## src/rtl/ram_fifo_pkg.sv

```systemverilog
// ---------------------------------------------------------------------------
// ram_fifo_pkg
// Shared sizing constants and types for the RAM_DP_TRUE FIFO controller.
//   DW/AW/DEPTH/CW : data width, address width, word count, count width
//   AE_DEF/AF_DEF  : default almost-empty / almost-full thresholds
// ---------------------------------------------------------------------------
package ram_fifo_pkg;

    localparam int DW     = 2;
    localparam int AW     = 13;
    localparam int DEPTH  = 8192;
    localparam int CW     = 14;
    localparam int AE_DEF = 16;
    localparam int AF_DEF = 8176;

    typedef logic [AW-1:0] addr_t;
    typedef logic [DW-1:0] data_t;
    typedef logic [CW-1:0] cnt_t;

endpackage

```

## src/rtl/ram_fifo_ptr.sv

```systemverilog
// ---------------------------------------------------------------------------
// ram_fifo_ptr
// Wrapping circular-buffer pointer. Advances by one when inc_i is high and
// wraps naturally modulo 2**AW (all-ones -> 0).
// Ports:
//   clk_i  : clock
//   rst_i  : asynchronous active-high reset, pointer returns to 0
//   inc_i  : advance the pointer at the next clock edge
//   ptr_o  : current pointer value
// ---------------------------------------------------------------------------
module ram_fifo_ptr
    import ram_fifo_pkg::*;
#(
    parameter int AW = ram_fifo_pkg::AW
) (
    input  logic          clk_i,
    input  logic          rst_i,
    input  logic          inc_i,
    output logic [AW-1:0] ptr_o
);

    logic [AW-1:0] ptr_q;
    logic [AW-1:0] ptr_d;

    always_comb begin
        ptr_d = ptr_q;
        if (inc_i) begin
            ptr_d = ptr_q + AW'(1);
        end
    end

    always_ff @(posedge clk_i or posedge rst_i) begin
        if (rst_i) begin
            ptr_q <= '0;
        end else begin
            ptr_q <= ptr_d;
        end
    end

    assign ptr_o = ptr_q;

endmodule

```

## src/rtl/ram_dp_fifo_ctrl.sv

```systemverilog
// ---------------------------------------------------------------------------
// ram_dp_fifo_ctrl
// Single-clock FIFO controller driving an external true dual-port RAM
// (registered address/data-in, unregistered output). Port A writes, port B
// reads; the controller owns pointers, occupancy count and flags.
// Optional feature macro: RAM_FIFO_ALMOST_EN adds AE_LVL/AF_LVL parameters and
// registered AlmostEmpty/AlmostFull outputs.
// Ports:
//   Clock, Reset          : clock, asynchronous active-high reset
//   WrEn, WrData, Full    : producer side
//   RdEn, RdData, RdValid : consumer side (RdData valid one cycle after RdEn)
//   Empty, Count          : occupancy status, Count in 0..DEPTH
//   Overflow, Underflow   : sticky error flags, cleared by ClrErr
//   AlmostEmpty/Full      : only with RAM_FIFO_ALMOST_EN
//   RamAddrA/DataA/WrA/EnA: RAM port A (write)
//   RamAddrB/EnB, RamQB   : RAM port B (read)
//   RamRstA, RamRstB      : RAM output resets, follow Reset
// ---------------------------------------------------------------------------
module ram_dp_fifo_ctrl
    import ram_fifo_pkg::*;
#(
    parameter int DW     = ram_fifo_pkg::DW,
    parameter int AW     = ram_fifo_pkg::AW,
    parameter int DEPTH  = ram_fifo_pkg::DEPTH,
`ifdef RAM_FIFO_ALMOST_EN
    parameter int AE_LVL = ram_fifo_pkg::AE_DEF,
    parameter int AF_LVL = ram_fifo_pkg::AF_DEF,
`endif
    parameter int CW     = ram_fifo_pkg::CW
) (
    input  logic          Clock,
    input  logic          Reset,
    input  logic          WrEn,
    input  logic [DW-1:0] WrData,
    output logic          Full,
    input  logic          RdEn,
    output logic [DW-1:0] RdData,
    output logic          RdValid,
    output logic          Empty,
    output logic [CW-1:0] Count,
    output logic          Overflow,
    output logic          Underflow,
    input  logic          ClrErr,
`ifdef RAM_FIFO_ALMOST_EN
    output logic          AlmostEmpty,
    output logic          AlmostFull,
`endif
    output logic [AW-1:0] RamAddrA,
    output logic [DW-1:0] RamDataA,
    output logic          RamWrA,
    output logic          RamEnA,
    output logic [AW-1:0] RamAddrB,
    output logic          RamEnB,
    input  logic [DW-1:0] RamQB,
    output logic          RamRstA,
    output logic          RamRstB
);

    logic [CW-1:0] count_q, count_d;
    logic          rdv_q;
    logic          ovf_q, ovf_d;
    logic          unf_q, unf_d;
    logic          wr_acc, rd_acc;
    logic          full, empty;
    logic [AW-1:0] wptr, rptr;

    assign empty = (count_q == '0);
    assign full  = (count_q == CW'(DEPTH));

    // A read frees a slot in the same edge, so a full FIFO still accepts a
    // write alongside a read. The RAM returns the old word on B in that
    // same-address case, which keeps ordering intact.
    always_comb begin
        rd_acc  = RdEn & ~empty;
        wr_acc  = WrEn & (~full | rd_acc);
        count_d = count_q;
        if (wr_acc && !rd_acc) begin
            count_d = count_q + CW'(1);
        end else if (rd_acc && !wr_acc) begin
            count_d = count_q - CW'(1);
        end
        // A fresh error in the ClrErr cycle takes priority over the clear.
        ovf_d = (ovf_q & ~ClrErr) | (WrEn & full & ~rd_acc);
        unf_d = (unf_q & ~ClrErr) | (RdEn & empty);
    end

    always_ff @(posedge Clock or posedge Reset) begin
        if (Reset) begin
            count_q <= '0;
            rdv_q   <= 1'b0;
            ovf_q   <= 1'b0;
            unf_q   <= 1'b0;
        end else begin
            count_q <= count_d;
            rdv_q   <= rd_acc;
            ovf_q   <= ovf_d;
            unf_q   <= unf_d;
        end
    end

`ifdef RAM_FIFO_ALMOST_EN
    logic ae_q, af_q;

    // Thresholds are evaluated on the next count so the flags move in the
    // same cycle as Count.
    always_ff @(posedge Clock or posedge Reset) begin
        if (Reset) begin
            ae_q <= 1'b1;
            af_q <= 1'b0;
        end else begin
            ae_q <= (count_d <= CW'(AE_LVL));
            af_q <= (count_d >= CW'(AF_LVL));
        end
    end

    assign AlmostEmpty = ae_q;
    assign AlmostFull  = af_q;
`endif

    ram_fifo_ptr #(.AW(AW)) u_wptr (
        .clk_i (Clock),
        .rst_i (Reset),
        .inc_i (wr_acc),
        .ptr_o (wptr)
    );

    ram_fifo_ptr #(.AW(AW)) u_rptr (
        .clk_i (Clock),
        .rst_i (Reset),
        .inc_i (rd_acc),
        .ptr_o (rptr)
    );

    assign Full      = full;
    assign Empty     = empty;
    assign Count     = count_q;
    assign RdValid   = rdv_q;
    assign RdData    = RamQB;
    assign Overflow  = ovf_q;
    assign Underflow = unf_q;

    assign RamAddrA  = wptr;
    assign RamDataA  = WrData;
    assign RamWrA    = wr_acc;
    assign RamEnA    = wr_acc;
    assign RamAddrB  = rptr;
    assign RamEnB    = rd_acc;
    assign RamRstA   = Reset;
    assign RamRstB   = Reset;

endmodule

```

## config.mk

```make
export PLATFORM = sky130hd
export DESIGN_NAME = ram_dp_fifo_ctrl
export DESIGN_NICKNAME = d
export VERILOG_FILES = /design/src/rtl/ram_fifo_pkg.sv /design/src/rtl/ram_fifo_ptr.sv /design/src/rtl/ram_dp_fifo_ctrl.sv
export SDC_FILE = /design/constraint.sdc
export NUM_CORES = 1
export LEC_CHECK = 0
export CORE_ASPECT_RATIO = 0.6
export CORE_MARGIN = 2
export CORE_UTILIZATION = 46
export CTS_BUF_LIST = sky130_fd_sc_hd__clkbuf_2
export DETAILED_ROUTE_END_ITERATION = 10
export PLACE_DENSITY = 0.85
export SLEW_MARGIN = 25
export SYNTH_ARGS = -nofsm -noshare
export SYNTH_HDL_FRONTEND = slang
export SYNTH_SLANG_ARGS = --single-unit
export TNS_END_PERCENT = 20
```

## constraint.sdc

```tcl
create_clock -name Clock -period 5.8 [get_ports Clock]
set_input_delay 1.74 -clock Clock [delete_from_list [all_inputs] [get_ports Clock]]
set_output_delay 1.74 -clock Clock [all_outputs]
set_load 0.02 [all_outputs]
```

* Yosys cells after proc, flatten, opt, wreduce, memory -nomap -nowiden
Cells that the tools add are included.
Operators by class: bitwise gates (word level) 14, muxes and demuxes 2, $add $sub $neg 4, reductions and logical operators 6, equal/unequal tests 1
Operator list (number):
- two-way mux 14 bit | 2
- adder 13 x 1 -> 13 bit, second input constant | 2
- adder 14 x 1 -> 14 bit, second input constant | 1
- == test 14 bit, second input constant | 1
- zero test 14 bit | 1
- subtractor 14 x 1 -> 14 bit, second input constant | 1
- AND 1 bit | 7
- inverter 1 bit | 4
- bitwise OR 1 bit | 3
- logical AND 1 bit | 2
- zero test 1 bit | 2
- nonzero test 2 bit | 1
Storage, ports and cells: register bits after elaboration 43, word-level logic and storage cells 33

* Logic depth before layout (Yosys ltp)
depth in word-level cells 9, mapped depth 12, depth with buffers taken out 12

* By module
Synthesis repeated with hierarchy kept, for this count alone.
Unflattened totals: cell total of the unflattened synthesis 256, area, all modules 2532.4 µm²
Modules (own cells, without submodules):
- ram_dp_fifo_ctrl | times used 1, cells each 156, area an instance 1373.8 µm², seq. area each 425.4 µm²
- ram_fifo_ptr | times used 2, cells each 50, area an instance 579.3 µm², seq. area each 325.3 µm²

* Worst setup path before layout
No wires, ideal clock.
kind input -> register, start input RdEn, end register count_q[13] (netlist: Count[13]), buffers on the path 0, required time 5699 ps, stages on the path 10, path slack 1427 ps, data arrival time 4272 ps, cells stage by stage o31a_4 -> ha_1 -> inv_1 -> ha_1 -> and3_1 -> a211o_1 -> o211ai_1 -> o21ai_0 -> xnor2_1 -> o32ai_1
Between the ends: word-level cells in the longest chain between the ends 6
RTL lines:
- start, declared | line ram_dp_fifo_ctrl.sv:36 | input logic RdEn,
- AND 1 bit (*) | line ram_dp_fifo_ctrl.sv:74 | rd_acc = RdEn & ~empty;
- bitwise OR 1 bit | line ram_dp_fifo_ctrl.sv:75 | wr_acc = WrEn & (~full | rd_acc);
- AND 1 bit | line ram_dp_fifo_ctrl.sv:75
- zero test 1 bit | line ram_dp_fifo_ctrl.sv:79 | end else if (rd_acc && !wr_acc) begin
- logical AND 1 bit | line ram_dp_fifo_ctrl.sv:79
- nonzero test 2 bit (no source line)
- end signal, assigned | line ram_dp_fifo_ctrl.sv:94 | count_q <= count_d;
- end, declared | line ram_dp_fifo_ctrl.sv:59 | logic [CW-1:0] count_q, count_d;
Every way passes the cells marked *; elsewhere a longest branch is shown, timed or not. A chain may end at the register's enable or synchronous reset.

* Worst setup path in the final report
start input RdEn, end output RamWrA
Between the ends: word-level cells in the longest chain between the ends 3
RTL lines:
- AND 1 bit | line ram_dp_fifo_ctrl.sv:74
- bitwise OR 1 bit | line ram_dp_fifo_ctrl.sv:75
- AND 1 bit | line ram_dp_fifo_ctrl.sv:75
- end, declared | line ram_dp_fifo_ctrl.sv:50 | output logic RamWrA,
No other way between the ends.

==> flow_summary.ini <==
[sta]
relSlewSlack = 0.422
min_period_ns = 4.94
rsz0062_at_grt = no
whs_ns = 0.497
final-hold-violation-count = 0
tns_ns = 0
worst_slew_pin_slew_ns = 0.867
fin_skew_ns = 0.0412
fin_crit_sh = 0.852
slew_violations = 0
max_freq_mhz = 202
setup_viol_count_final = 0
worst_slack_ns = 0.857

[yosys]
syn_nets = 266
synth_fa_ha_area_frac = 0.0835
ys_types = 55
synth_xor_area_frac = 0.120
synth_area_um2 = 2490
yosysWarningCount = 0
synth_edf_count = 0
synthSimpleGateAreaFrac = 0.179
seq_area_frac_synth = 0.433
synth.mux.area_fraction = 0.00855
syn_avg_cell_area_um2 = 10.3
yosys_register_bits = 43
synthArstFlopShare = 1.00
synth_top_family_by_area = simple AND/OR/NAND/NOR gates
synth-compound-area-share = 0.127
syn_inst = 241
synthFlopType = dfrtp_1

[drt]
num_vias = 1921
avgViaCountPerCell = 5.37
routedWlPerCell_um = 15.3
ant_nets = 0
first_pass_iters = 4
drt_iter0_drc = 70
drc_errors = 0
drt_wl_total_um = 5470

[cells_and_area]
finalNetCount = 317
drive_gt1_frac = 0.0788
syn2layout_area_growth_pct = 23.7
antenna_cells = 0
nFillCells = 435
layout_common_cells = clkdlybuf4s50_1, dfrtp_1, xnor2_1
mostFrequentLayoutCell = clkdlybuf4s50_1

[clock_tree]
post_cts_buffers = 0
path_clk_slew_ns = 0.21
ctsHtreeMaxLevel = 2
cts_root_buffer = clkbuf_2
cts_buffer_depth = 2
cts_resized = 0
clk-insertion-delay-late_ns = 0.41
clock-sinks = 43
cts_buffers = 5
hold_buffers = 0
cts_tree = built

[power]
power.total_mw = 1.56
p_per_area_nw_per_um2 = 508
ir_drop_v = 0.000282
leakage_nw = 1.32

[global_route]
grt_start_max_net_pins = 44
grt_overflow = 0
grt_first_pass_wirelength_um = 8760
grt_pass1_vias = 1800
grt_use_total = 0.188
antenna_found_initial = 0

[worst_hold_path]
hp-start = u_wptr.ptr_o[12]
whs_path_depth = 1
hold_class = reg -> reg
min_delay_worst_endpoint = u_wptr.ptr_o[12]

[critical_path]
r2r_setup_slack_ns = 1.73
worst-setup-path-type = in -> out
r2r_cells = 12
crit_path_max_fanout = 7
rr_startpoint = Count[0]
crit_arrival_ns = 3.20
end_kind = primary output
r2r-end = Count[13]
required_ns = 4.06
cp-start-kind = input port

[floorplan]
core_area_um2 = 5130
die_h_um = 61.0
die-width_um = 98.9
io_pins = 63
start_util = 0.485
dieArea_um2 = 6030
rows = 20

[place]
hpwl_um = 4010
place_ws_ns = 0.604
gp_congestion = 0.920
io_buffers = 54

[run]
drv_cap = 0

[outcome]
status = finished clean
-- per-layer routing --
layer	part of all wire	GRT usage
met1	0.51	0.276
met2	0.42	0.279
met3	0.065	0.0530
met4	0.0077	0.0431
met5	0	0
-- registers in the layout, summed over array words and instances (netlist names) --
signal / cells
Count: 14
u_rptr.ptr_o: 13
u_wptr.ptr_o: 13
Overflow: 1
RdValid: 1
Underflow: 1
-- critical path: stages --
cell and delay (ns):
clkdlybuf4s50_1 0.47, o31a_4 0.42, clkdlybuf4s50_1 0.58
-- kinds of logic after synthesis --
group / after synthesis
AND/OR/NAND/NOR: 77
AO/OA/AOI/OAI: 45
flip-flops: 43
XOR/XNOR: 34
buffers and inverters: 24
adder cells (fa/ha/maj): 16
multiplexers: 2
-- where the power goes --
part           internal (mW)  switching, mW  total [mW]  leakage [nW]
registers              0.395          0.135       0.530         0.549
clock network         0.0256         0.0982       0.124        0.0262
logic                  0.428          0.481       0.909         0.745
total                  0.849          0.714        1.56          1.32
-- worst max path at each step --
stage                     depth (start not counted)  slack, ns         to  start
after global routing                              4       0.82     RamEnB   RdEn
after floorplan                                  10       1.43  Count[13]   RdEn
after detailed placement                         11       0.60  Count[13]   RdEn
after CTS                                         3       0.86     RamWrA   RdEn
after global placement                           11       0.72  Count[13]   RdEn
final                                             3       0.86     RamWrA   RdEn
-- cell type report --
| cell class | count | area [um2] | share of cell area |
|---|---|---|---|
| clock buffers | 5 | 25.0 | 0.00813 |
| well taps | 66 | 82.6 | 0.0268 |
| clock inverters | 2 | 8.76 | 0.00285 |
| repair buffers | 55 | 548 | 0.178 |
| multi-input cells | 174 | 1290 | 0.418 |
| flip-flops and latches | 43 | 1080 | 0.350 |
| inverters | 13 | 48.8 | 0.0159 |
-- cells in the mapped netlist, types with 2 or more instances --
master,count,share of area
dfrtp_1,43,0.43
xnor2_1,27,0.095
nand2_1,23,0.035
ha_1,15,0.075
o21ai_0,15,0.030
inv_1,13,0.020
nand3_1,13,0.026
nor2_1,10,0.015
buf_4,7,0.021
xor2_1,7,0.025
a21oi_1,5,0.010
and3_1,4,0.010
and2_1,3,0.0075
clkbuf_1,3,0.0045
nand4_1,3,0.0075
nor3_1,3,0.0060
o211ai_1,3,0.0091
a211oi_1,2,0.0060
and4_1,2,0.0070
nand4_2,2,0.010
nor4_2,2,0.010
o21a_1,2,0.0060
or2_2,2,0.0050
-- through the flow --
| step | util | area [um2] | std cells |
|---|---|---|---|
| after floorplan | - | 2490 | 241 |
| after global placement | 0.593 | 3040 | 351 |
| after detailed placement | 0.593 | 3040 | 351 |
| after CTS | 0.600 | 3080 | 358 |
| after global routing | 0.600 | 3080 | 358 |
| final | 0.600 | 3080 | 358 |
No activity file was read; power rests on OpenSTA's default activity.
